[config.mk]
export PLATFORM = sky130hd
export DESIGN_NAME = serial_addsub_flat
export DESIGN_NICKNAME = d
export VERILOG_FILES = /design/src/rtl/addsub_pkg.sv /design/src/rtl/serial_addsub_if.sv /design/src/rtl/serial_addsub_digit_adder.sv /design/src/rtl/serial_addsub.sv /design/src/flat_wrapper.sv
export SDC_FILE = /design/constraint.sdc
export NUM_CORES = 1
export LEC_CHECK = 0
export BUFFER_PORTS_ARGS = -buffer_cell sky130_fd_sc_hd__buf_4
export CAP_MARGIN = 20
export CORE_MARGIN = 3
export CORE_UTILIZATION = 54
export DETAILED_ROUTE_END_ITERATION = 8
export GPL_ROUTABILITY_DRIVEN = 0
export PLACE_DENSITY = 0.78
export RECOVER_POWER = 25
export SETUP_SLACK_MARGIN = 0.3
export SYNTH_ARGS = -nofsm -noshare
export SYNTH_HDL_FRONTEND = slang
export SYNTH_SLANG_ARGS = --single-unit
[constraint.sdc]
create_clock -name clk -period 2.5 [get_ports clk]
set_clock_uncertainty 0.1 [all_clocks]
set_input_delay 0.5 -clock clk [delete_from_list [all_inputs] [get_ports clk]]
set_output_delay 0.5 -clock clk [all_outputs]
set_load 0.005 [all_outputs]
[src/rtl/addsub_pkg.sv]
// Shared definitions for the digit-serial adder/subtractor.
//   state_e   : controller states (2-bit encoding)
//   cnt_w()   : digit counter width, at least one bit
//   digit_ok(): legal WIDTH/DIGIT combination check
package addsub_pkg;

  typedef enum logic [1:0] {
    IDLE = 2'd0,
    RUN  = 2'd1,
    DONE = 2'd2
  } state_e;

  // Counter only has to reach CYCLES-1; keep one bit for the single-cycle case.
  function automatic int cnt_w(input int cycles);
    return (cycles < 2) ? 1 : $clog2(cycles);
  endfunction

  function automatic bit digit_ok(input int width, input int digit);
    return (width >= 2) && (digit >= 1) && (digit <= width) && (width % digit == 0);
  endfunction

endpackage

[src/rtl/serial_addsub_if.sv]
// Operand/result handshake bundle for serial_addsub.
//   master : producer/consumer side (drives operands, out_ready)
//   slave  : the adder (drives in_ready and the result)
interface serial_addsub_if #(parameter int WIDTH = 8);
  logic             in_valid;
  logic             in_ready;
  logic [WIDTH-1:0] in_a;
  logic [WIDTH-1:0] in_b;
  logic             in_sub;
  logic             out_valid;
  logic             out_ready;
  logic [WIDTH-1:0] out_sum;
  logic             out_carry;
  logic             out_ovf;

  modport master (
    output in_valid, in_a, in_b, in_sub, out_ready,
    input  in_ready, out_valid, out_sum, out_carry, out_ovf
  );

  modport slave (
    input  in_valid, in_a, in_b, in_sub, out_ready,
    output in_ready, out_valid, out_sum, out_carry, out_ovf
  );
endinterface

[src/rtl/serial_addsub_digit_adder.sv]
// Combinational DIGIT-bit ripple adder built from full-adder cells.
//   a, b : digit operands
//   cin  : carry in
//   s    : digit sum
//   cout : carry out of the top bit
module digit_adder #(
  parameter int DIGIT = 2
) (
  input  logic [DIGIT-1:0] a,
  input  logic [DIGIT-1:0] b,
  input  logic             cin,
  output logic [DIGIT-1:0] s,
  output logic             cout
);

  logic [DIGIT:0] c;

  always_comb begin
    s    = '0;
    c    = '0;
    c[0] = cin;
    for (int i = 0; i < DIGIT; i++) begin
      s[i]     = a[i] ^ b[i] ^ c[i];
      c[i+1]   = (a[i] & b[i]) | (a[i] & c[i]) | (b[i] & c[i]);
    end
    cout = c[DIGIT];
  end

endmodule

[src/rtl/serial_addsub.sv]
// Digit-serial adder/subtractor: DIGIT bits per clock through a registered
// carry, CYCLES = WIDTH/DIGIT run cycles per operation.
//   clk  : rising-edge clock
//   rst  : asynchronous active-high reset
//   bus  : operand/result handshake (slave side)
//   busy : controller not idle
module serial_addsub
  import addsub_pkg::*;
#(
  parameter int WIDTH = 8,
  parameter int DIGIT = 2
) (
  input  logic            clk,
  input  logic            rst,
  serial_addsub_if.slave  bus,
  output logic            busy
);

  localparam int CYCLES = WIDTH / DIGIT;
  localparam int CNT_W  = cnt_w(CYCLES);

  if (!digit_ok(WIDTH, DIGIT)) begin : g_param_err
    $fatal(1, "serial_addsub: WIDTH must be >= 2 and a multiple of DIGIT");
  end

  state_e           state_q;
  logic [WIDTH-1:0] a_sh_q, b_sh_q, sum_sh_q;
  logic [WIDTH-1:0] sum_sh_d, b_eff;
  logic             carry_q;
  logic [CNT_W-1:0] cnt_q;
  logic             a_msb_q, b_msb_q;
  logic [WIDTH-1:0] sum_q;
  logic             cout_q, ovf_q, ovf_d;
  logic             last;
  logic [DIGIT-1:0] dig_s;
  logic             dig_c;

  digit_adder #(.DIGIT(DIGIT)) u_dig (
    .a    (a_sh_q[DIGIT-1:0]),
    .b    (b_sh_q[DIGIT-1:0]),
    .cin  (carry_q),
    .s    (dig_s),
    .cout (dig_c)
  );

  // Subtract is A + ~B + 1: invert B on entry and seed the carry with 1.
  assign b_eff    = bus.in_sub ? ~bus.in_b : bus.in_b;
  // New digit enters at the top; after CYCLES shifts the LSB digit is at bit 0.
  assign sum_sh_d = (sum_sh_q >> DIGIT) | (WIDTH'(dig_s) << (WIDTH - DIGIT));
  assign last     = (cnt_q == CNT_W'(CYCLES - 1));
  assign ovf_d    = (a_msb_q == b_msb_q) && (sum_sh_d[WIDTH-1] != a_msb_q);

  always_ff @(posedge clk or posedge rst) begin
    if (rst) begin
      state_q  <= IDLE;
      a_sh_q   <= '0;
      b_sh_q   <= '0;
      sum_sh_q <= '0;
      carry_q  <= 1'b0;
      cnt_q    <= '0;
      a_msb_q  <= 1'b0;
      b_msb_q  <= 1'b0;
      sum_q    <= '0;
      cout_q   <= 1'b0;
      ovf_q    <= 1'b0;
    end else begin
      case (state_q)
        IDLE: if (bus.in_valid) begin
          a_sh_q  <= bus.in_a;
          b_sh_q  <= b_eff;
          carry_q <= bus.in_sub;
          cnt_q   <= '0;
          a_msb_q <= bus.in_a[WIDTH-1];
          b_msb_q <= b_eff[WIDTH-1];
          state_q <= RUN;
        end
        RUN: begin
          a_sh_q   <= a_sh_q >> DIGIT;
          b_sh_q   <= b_sh_q >> DIGIT;
          sum_sh_q <= sum_sh_d;
          carry_q  <= dig_c;
          cnt_q    <= cnt_q + CNT_W'(1);
          if (last) begin
            sum_q   <= sum_sh_d;
            cout_q  <= dig_c;
            ovf_q   <= ovf_d;
            state_q <= DONE;
          end
        end
        DONE: if (bus.out_ready) state_q <= IDLE;
        default: state_q <= IDLE;
      endcase
    end
  end

  assign bus.in_ready  = (state_q == IDLE) && !rst;
  assign bus.out_valid = (state_q == DONE);
  assign bus.out_sum   = sum_q;
  assign bus.out_carry = cout_q;
  assign bus.out_ovf   = ovf_q;
  assign busy          = (state_q != IDLE);

endmodule

[src/flat_wrapper.sv]
// flat-port wrapper written by rule: the top's interface ports become plain ports
module serial_addsub_flat import addsub_pkg::*;
#(
  parameter int WIDTH = 8,
  parameter int DIGIT = 2
)
  (clk, rst, busy, bus_in_valid, bus_in_a, bus_in_b, bus_in_sub, bus_out_ready, bus_in_ready, bus_out_valid, bus_out_sum, bus_out_carry, bus_out_ovf);
  serial_addsub_if #(.WIDTH(WIDTH)) bus_i ();
  input  logic clk;
  input  logic rst;
  output logic busy;
  input wire logic [$bits(bus_i.in_valid)-1:0] bus_in_valid;
  input wire logic [$bits(bus_i.in_a)-1:0] bus_in_a;
  input wire logic [$bits(bus_i.in_b)-1:0] bus_in_b;
  input wire logic [$bits(bus_i.in_sub)-1:0] bus_in_sub;
  input wire logic [$bits(bus_i.out_ready)-1:0] bus_out_ready;
  output wire logic [$bits(bus_i.in_ready)-1:0] bus_in_ready;
  output wire logic [$bits(bus_i.out_valid)-1:0] bus_out_valid;
  output wire logic [$bits(bus_i.out_sum)-1:0] bus_out_sum;
  output wire logic [$bits(bus_i.out_carry)-1:0] bus_out_carry;
  output wire logic [$bits(bus_i.out_ovf)-1:0] bus_out_ovf;
  assign bus_i.in_valid = bus_in_valid;
  assign bus_i.in_a = bus_in_a;
  assign bus_i.in_b = bus_in_b;
  assign bus_i.in_sub = bus_in_sub;
  assign bus_i.out_ready = bus_out_ready;
  assign bus_in_ready = bus_i.in_ready;
  assign bus_out_valid = bus_i.out_valid;
  assign bus_out_sum = bus_i.out_sum;
  assign bus_out_carry = bus_i.out_carry;
  assign bus_out_ovf = bus_i.out_ovf;
  serial_addsub #(.WIDTH(WIDTH), .DIGIT(DIGIT)) u_core (.clk(clk), .rst(rst), .bus(bus_i), .busy(busy));
endmodule
==> impl_results.md, run 1 <==
* Actual slew at the worst max-slew pin at 0.943 ns
* Syn Inst Count at 169
* Hpwl dp at 2520 um
* Routed via count at 1344
* CTS clock-pin slew for the worst setup and hold paths at 0.12 ns
* Fin crit share at 82.0%
* Final WL at 3550 um
* Vias per cell at approximately 5.5
* Final Instance Count excl. Fillers at about 250
* Maximum clock path buffer count at 2
* Initial antenna violation count at 0
* RSZ-0062 raised after global routing: no
* Root Driver: clkbuf_4
* H-tree depth at 2
* Worst Hold Launch: bus_out_ready
* Dpl cell area at 2030 sq um
* Max IR drop VDD at around 0.65 mV
* Number of global-route vias before repair at 1387
* Design area at between 2000 and 2500 sq um
* P&R area growth vs syn at 18.6%
* Fmax at between 0.4 and 0.5 GHz
* Crit path max fanout at 15
* Setup_tns at 0 ns
* Chip Height at roughly 63 um
* Critical Path RT at 1.90 ns
* TritonRoute pass-1 iters at 4
* WL/cell at 14.5 um
* Crit path DAT at 1.45 ns
* Final Hold Violating Endpoints at 0
* # DRC at 0
* Max-Cap Viols at 0
* Tot Pwr at 2.45 mW
* CTS Hold Bufs at 0
* Fill cells at 251
* Post-synthesis cell type count at 28
* TritonCTS Buffers at 5
* Slew Viols, Final at 0
* Initial core utilization at 57.3%
* Setup WS pre-CTS at 0.489 ns
* Relative slew margins at 37.1%
* Post-route antenna net violation count at 0
* Final worst setup slack at 0.451 ns
* Layout cells sized above 1 at 25.4%
* Num rows at 20
* Min-Delay Path Class: input pin to register
* Pwr dens at 1170 nW/um^2
* Min Tclk post-route at 2.05 ns
* CTS sink cnt at 39
* Synth warn at 0
* RR Startpoint: u_core.carry_q
* Syn_nets at a little under 200
* Number of top-level pins at 34
* Critical Path Sink Type: primary output
* Crit. Startpoint: u_core.state_q[0]
* Core Area at 3080 sq um
* Overflow after GRT at 0
* Run status: finished clean
* Iteration-0 DRC Markers at about 110
* Synth Register Bits at 39
* Antenna cell count at 0
* CP startpoint kind: register
* Hold Worst Slack at 0.231 ns
* Die area at 3990 sq um
* Seq/Total Area, Yosys at 55.3%
* Die Wd at 63.2 um
* Number of port buffers at 33
* Clk Latency, worst-skew pair at 0.35 ns
* TritonCTS clock tree: yes
* Placed Instances at 237
* First-pass GRT wire length at 6290 um
* Final setup fails at 0
* Avg Cell Area, Syn at 10.4 sq um
* Final Util at 68.0%
* Layout net count at 224
* Pleak at 1.01 nW
* Total GRT Usage at 20.1%
* Largest net degree at the start of global routing at 40
* Crit Path Class: register to primary output
* Mapped Area at around 1800 sq um
## power by group
group          switching [mW]  total [mW]  internal [mW]
clock network           0.220       0.358          0.139
registers               0.214        1.12          0.907
logic                   0.500       0.970          0.470
total                   0.933        2.45           1.51
## registers in the layout (all words and copies together) (netlist names)
signal	flops
u_core.a_sh_q	8
u_core.b_sh_q	8
u_core.bus.out_sum	8
u_core.sum_sh_q	6
u_core.cnt_q	2
u_core.state_q	2
u_core.a_msb_q	1
u_core.b_msb_q	1
u_core.bus.out_carry	1
u_core.bus.out_ovf	1
u_core.carry_q	1
## worst paths after layout
path	to	slack (ns)	cells past startpoint
max	bus_in_ready	0.45	3
min in group asynchronous	u_core.bus.out_carry	0.33	3
min	u_core.state_q[1]	0.23	2
max reg2reg	u_core.bus.out_ovf	0.46	6
max in group asynchronous	u_core.state_q[1]	1.34	3
min reg2reg	u_core.sum_sh_q[3]	0.39	2
## cell families after synthesis
family | synth area share (%)
muxes | 3.83
buffers and inverters | 4.68
xor gates and xnor gates | 3.97
DFF | 55.3
adders and majority gates | 2.98
AOI/OAI and AO/OA | 14.8
and+or+nand+nor | 14.4
## synth_stat cells
master     number  area [sq um]
nand3b_1        1          7.51
inv_1           7          26.3
a2bb2oi_1       4          35.0
mux2_2          6          67.6
buf_6           1          11.3
a21oi_1         4          20.0
o21bai_1        1          7.51
nand3_1         4          20.0
or2_2           1          6.26
buf_2           6          30.0
xor2_1          1          8.76
nor3b_1         1          7.51
or3b_1          1          8.76
fa_1            2          40.0
nand2b_1        2          12.5
nor3_1          1          5.00
nand2_1        30           113
a22oi_1         6          45.0
clkbuf_1        4          15.0
xnor2_1         7          61.3
a221o_1         6          60.1
and3_1          1          6.26
dfrtp_1        39           976
o21ai_0        17          85.1
a22o_1          1          8.76
nor2_1          8          30.0
ha_1            1          12.5
nor2b_1         6          37.5
## worst max-delay path: stages, from the launching register on
cell	delay [ns]
dfrtp_1	0.54
or2_2	0.36
nor2_1	0.09
buf_4	0.11
## cell type report
cell class,instances,area (sq um),area share [%]
inverters,7,26.3,1.26
clock buffers,6,51.3,2.45
repair buffers,35,260,12.4
flip-flops and latches,39,977,46.7
multi-input cells,112,706,33.7
clock inverters,2,16.3,0.778
well taps,44,55.1,2.63
## placed cells by master (no fill, tap or decap), types with 2 or more instances in the layout
master	n
buf_4	33
o21ai_0	17
xnor2_1	7
a221o_1	6
clkbuf_4	6
nand2b_1	2
nand3_1	4
a21oi_1	4
nand2_1	30
dfrtp_1	38
nor2b_1	6
inv_1	7
mux2_2	6
a22oi_1	6
a2bb2oi_1	4
nor2_1	8
fa_1	2
## what timing repair did
| action | in CTS | in global routing |
|---|---|---|
| resized for setup | 0 | 1 |
| buffers inserted | 0 | 0 |
| setup endpoints to repair | 0 | 1 |
## metal layers
layer  GRT usage [%]  part of all wire (%)  wire length, um
met3            4.28                   4.9              175
met4            8.26                   1.9               69
met2            32.5                    48             1720
met1            26.2                    45             1580
met5               0                     0                0
Note: power is estimated with default switching activity, not from simulation.
==> inputs of run 2 (changes only) <==
==> constraint.sdc (replaced) <==
create_clock -name clk -period 2 [get_ports clk]
set_clock_uncertainty 0.1 [all_clocks]
set_input_delay 0.4 -clock clk [delete_from_list [all_inputs] [get_ports clk]]
set_output_delay 0.4 -clock clk [all_outputs]
set_load 0.005 [all_outputs]
==> impl_results.md, run 2 (synthesis results as in run 1) <==
* Run status: finished clean
* Routed via count at 1360
* Switching pwr at 1.21 mW
* Max-Cap Viols at 0
* Iteration-0 DRC Markers at 90
* Fmax at 0.533 GHz
* Hold Worst Slack at 0.132 ns
* TritonCTS Buffers at 5
* First-pass GRT wire length at 6400 um
* Antenna cell count at 0
* Hold Path Cell Cnt at 2
* Maximum clock path buffer count at 2
* Fin crit share at between 90% and 100%
* CP startpoint kind: register
* Core Area at 3080 sq um
* Worst R2R Setup Slack at 0.12 ns
* WL/cell at 14.5 um
* RSZ-0062 raised after global routing: yes
* Crit Path Class: register to register
* Slew Viols, Final at 0
* Vias per cell at ~5.3
* Number of global-route vias before repair at 1343
* Post-route antenna net violation count at 0
* Worst Hold Launch: bus_out_ready
* Most frequent cells in the layout: buf_4 (41), dfrtp_1 (37), nand2_1 (30)
* TritonCTS clock tree: yes
* Initial core utilization at 57.3%
* RR Startpoint: u_core.b_sh_q[0]
* Actual slew at the worst max-slew pin at between 0.9 and 1 ns
* Logic pwr share at 47.2%
* Num rows at 20
* Final Hold Violating Endpoints at 0
* Final WL at 3720 um
* Crit path max fanout at 3
* Pwr dens at around 1500 nW/um^2
* Tot Pwr at 3.28 mW
* Chip Height at roughly 63 um
* Largest net degree at the start of global routing at 40
* Layout cells sized above 1 at between 30 and 40%
* WL met3 at 189 um
* Number of port buffers at 33
* Clk Latency, worst-skew pair at 0.34 ns
* Setup_tns at 0 ns
* P&R area growth vs syn at 25.2%
* Overflow after GRT at 0
* Min-Delay Path Class: input pin to register
* Min Tclk post-route at 1.88 ns
* CTS clock-pin slew for the worst setup and hold paths at 0.11 ns
* Hpwl dp at 2500 um
* CTS sink cnt at 39
* Flop pwr share at 41.4%
* Relative slew margins at 38.7%
* # DRC at 0
* Layout net count at 236
* Crit path DAT at ~2.1 ns
* M1 wire length at approximately 1600 um
* Pleak at between 1 and 1.5 nW
* Met2 WL post-DR at about 1900 um
* Initial antenna violation count at 0
* RR Endpoint: u_core.bus.out_ovf
* TritonRoute pass-1 iters at 4
* Top layer in use: met4
* Most common cell after layout, fill and taps aside: buf_4
* Die area at 3990 sq um
* Switch share at 36.9%
* Final setup fails at 0
* Critical Path Sink Type: register
* Number of top-level pins at 34
* CTS Hold Bufs at 0
* Critical Path RT at 2.18 ns
* Total GRT Usage at 20.6%
* H-tree depth at 2
* Root Driver: clkbuf_4
* Hold path endpoint: u_core.state_q[1]
* Clock Power Share at 11.4%
* Max IR drop VDD at 0.828 mV
* Internal power at 2.07 mW
* R2r worst-path depth at 6
* Die Wd at ~63 um
==> run 2: area by class of cell <==
cell class / count / area (sq um)
Clock buffer: 7 / 45.0
Clock inverter: 1 / 5.00
Fill cell: 232 / 868
Inverter: 7 / 26.3
Multi-Input combinational cell: 112 / 738
Sequential cell: 39 / 978
Tap cell: 44 / 55.1
Timing Repair Buffer: 47 / 362
==> run 2: power groups by stage <==
stage                     logic (mW)  registers [mW]  clock network, mW
after floorplan                0.875            1.32                  0
final                           1.55            1.36              0.375
after CTS                       1.41            1.35              0.387
after global routing            1.72            1.40              0.431
after detailed placement        1.26            1.41                  0
after global placement          1.22            1.38                  0
==> run 2: critical path, stage by stage (launching register included) <==
cell     delay [ns]
dfrtp_1        0.38
inv_2          0.05
fa_2           0.38
fa_1           0.58
and3_1         0.16
nor2_1         0.05
o21ai_1        0.11
==> run 2: repair_timing <==
item	in CTS	in global routing
pin swaps	0	3
gates cloned	0	0
resized for setup	5	13
buffers inserted	5	4
endpoints found under the setup margin	6	23
==> run 2: how the worst max path moves through the flow <==
stage	from	endpoint	slack, ns	depth (start not counted)
after floorplan	u_core.a_sh_q[0]	u_core.bus.out_ovf	0.24	6
after global placement	u_core.a_sh_q[0]	u_core.bus.out_ovf	0.21	6
after detailed placement	u_core.a_sh_q[0]	u_core.bus.out_ovf	0.17	6
after CTS	u_core.a_sh_q[0]	u_core.bus.out_ovf	0.15	6
after global routing	u_core.a_sh_q[0]	u_core.bus.out_ovf	0.1	6
final	u_core.b_sh_q[0]	u_core.bus.out_ovf	0.12	6
==> run 2: metrics by stage <==
step           std cells  setup WS (ns)  instance area, sq um  util, %
2_1_floorplan        169          0.245                  1770        -
3_3_place_gp         240          0.210                  2050     66.6
3_5_place_dp         240          0.169                  2050     66.6
4_1_cts              253          0.151                  2150     70.0
5_1_grt              257         0.0968                  2210     71.8
6_report             257          0.124                  2210     71.8
==> run 2: layer usage <==
layer	up-vias	track usage, %
met3	5	4.28
met2	42	33.5
met1	655	27.3
met4	0	7.44
met5	-	0
li1	658	-
==> inputs of run 3 (changes only) <==
--- a/config.mk
+++ b/config.mk
@@ -5,13 +5,13 @@
 export SDC_FILE = /design/constraint.sdc
 export NUM_CORES = 1
 export LEC_CHECK = 0
-export BUFFER_PORTS_ARGS = -buffer_cell sky130_fd_sc_hd__buf_4
 export CAP_MARGIN = 20
 export CORE_MARGIN = 3
-export CORE_UTILIZATION = 54
+export CORE_UTILIZATION = 61
 export DETAILED_ROUTE_END_ITERATION = 8
+export DONT_BUFFER_PORTS = 1
 export GPL_ROUTABILITY_DRIVEN = 0
-export PLACE_DENSITY = 0.78
+export PLACE_DENSITY = 0.77
 export RECOVER_POWER = 25
 export SETUP_SLACK_MARGIN = 0.3
 export SYNTH_ARGS = -nofsm -noshare
==> impl_results.md, run 3 (synthesis results as in run 1) <==
* Layout cells sized above 1 at 21.0%
* Logic pwr share at 43.0%
* Layout net count at approximately 200
* CTS sink cnt at 39
* CP startpoint kind: register
* Core Area at 2610 sq um
* Min Tclk post-route at 1.93 ns
* Slowest cell on crit path: fa_2
* Most used cell, CP: fa_2
* Fin crit share at 96.3%
* Number of top-level pins at 34
* Vias per cell at between 6 and 7
* Slew Viols, Final at 0
* Crit path max fanout at 4
* Die area at 3570 sq um
* Num rows at 18
* Min-Delay Path Class: input pin to register
* Pleak at 0.923 nW
* Root Driver: clkbuf_4
* Switching pwr at ~1.2 mW
* Max-Cap Viols at 0
* WL/cell at 17.1 um
* Chip Height at about 60 um
* Pwr dens at 1600 nW/um^2
* Final setup fails at 0
* Fill cells at 182
* Clk Latency, worst-skew pair at 0.35 ns
* Iteration-0 DRC Markers at 57
* Number of global-route vias before repair at 1276
* Flop pwr share at 44.0%
* TritonCTS clock tree: yes
* Setup WS pre-CTS at 0.0872 ns
* Crit path DAT at approximately 2.1 ns
* Largest net degree at the start of global routing at 40
* Crit Path Class: register to register
* Post-route antenna net violation count at 0
* Cell Chain, Critical Path: inv_2 -> fa_2 -> fa_2 -> and3_1 -> nor2_1 -> o21ai_1
* Internal power at 1.95 mW
* First-pass GRT wire length at 6010 um
* Setup_tns at 0 ns
* Initial antenna violation count at 0
* Final WL at 3610 um
* Most common cell after layout, fill and taps aside: dfrtp_1
* Maximum clock path buffer count at 2
* H-tree depth at 2
* Run status: finished clean
* Overflow after GRT at 0
* Die Wd at 59.8 um
* Hold Worst Slack at 0.0545 ns
* Max IR drop VDD at approximately 1.3 mV
* Number of port buffers at 0
* P&R area growth vs syn at 10.5%
* Critical Path Sink Type: register
* Critical Path RT at 2.18 ns
* Final worst setup slack at between 0.07 and 0.08 ns
* CTS clock-pin slew for the worst setup and hold paths at 0.11 ns
* Routed via count at between 1000 and 1500
* Initial core utilization at 67.5%
* Relative slew margins at between 30% and 40%
* Clock Power Share at approximately an eighth
* Antenna cell count at 0
* Tot Pwr at 3.13 mW
* Final Hold Violating Endpoints at 0
* Hpwl dp at between 2000 and 3000 um
* Total GRT Usage at 22.9%
* TritonRoute pass-1 iters at 5
* # DRC at 0
* Actual slew at the worst max-slew pin at 0.937 ns
* TritonCTS Buffers at 5
* Fmax at between 0.5 and 0.6 GHz
* Design area at 1950 sq um
* CP peak stage delay at 0.59 ns
* Dpl cell area at 1810 sq um
* Most frequent cells in the layout: dfrtp_1 (37), nand2_1 (30), o21ai_0 (15)
* RSZ-0062 raised after global routing: yes
* Switch share at 37.6%
[run 3: path summary, 6_finish.rpt]
path,start,to,slack (ns),depth (start not counted)
min in group asynchronous,rst,u_core.state_q[1],0.70,3
setup reg to reg,u_core.a_sh_q[0],u_core.bus.out_ovf,0.07,6
hold / removal,bus_in_a[7],u_core.a_msb_q,0.05,2
hold reg to reg,u_core.sum_sh_q[2],u_core.sum_sh_q[2],0.39,2
max in group asynchronous,rst,u_core.state_q[0],0.48,3
setup / recovery,u_core.a_sh_q[0],u_core.bus.out_ovf,0.07,6
[run 3: power by group through the flow]
| stage | clock, mW | combinational, mW | sequential [mW] |
|---|---|---|---|
| floorplan | 0 | 0.875 | 1.32 |
| global placement | 0 | 1.05 | 1.40 |
| detailed placement | 0 | 1.12 | 1.43 |
| CTS | 0.414 | 1.20 | 1.38 |
| global route | 0.443 | 1.51 | 1.42 |
| finish | 0.408 | 1.34 | 1.38 |
[run 3: critical path: cells and delay by family (launching register included)]
| kind | cells | cell delay [ns] |
|---|---|---|
| simple gates | 2 | 0.21 |
| flops | 1 | 0.38 |
| buf+inv | 1 | 0.06 |
| compound gates | 1 | 0.14 |
| fa+ha+maj | 2 | 0.99 |
[run 3: layer usage]
metal  vias to the layer above  global-route usage [%]  part of all wire [%]
met1                       621                    27.0                    40
met5                         -                       0                     0
li1                        599                       -                     -
met2                        44                    37.5                    52
met4                         0                    10.1                   1.3
met3                         6                    8.21                   6.9
[run 3: final cells by class]
cell class / instances / area [sq um] / share of cell area, %
Clock buffer: 6 / 51.3 / 2.63
Multi-Input combinational cell: 112 / 727 / 37.3
Clock inverter: 1 / 5.00 / 0.257
Sequential cell: 39 / 978 / 50.2
Timing Repair Buffer: 16 / 124 / 6.35
Inverter: 7 / 26.3 / 1.35
Tap cell: 30 / 37.5 / 1.93
[run 3: per-stage QoR]
step / utilization (%) / std cells
detailed placement: 69.2 / 196
finish: 74.6 / 211
global route: 74.6 / 211
global placement: 69.2 / 196
floorplan: - / 169
CTS: 72.7 / 207
[run 3: what timing repair did]
item,CTS,global route
cloned,0,0
pin swaps,1,1
endpoints found under the setup margin,5,18
gates resized for setup,1,9
hold endpoints to repair,39,0
buffers inserted,3,4
hold buffers,1,0
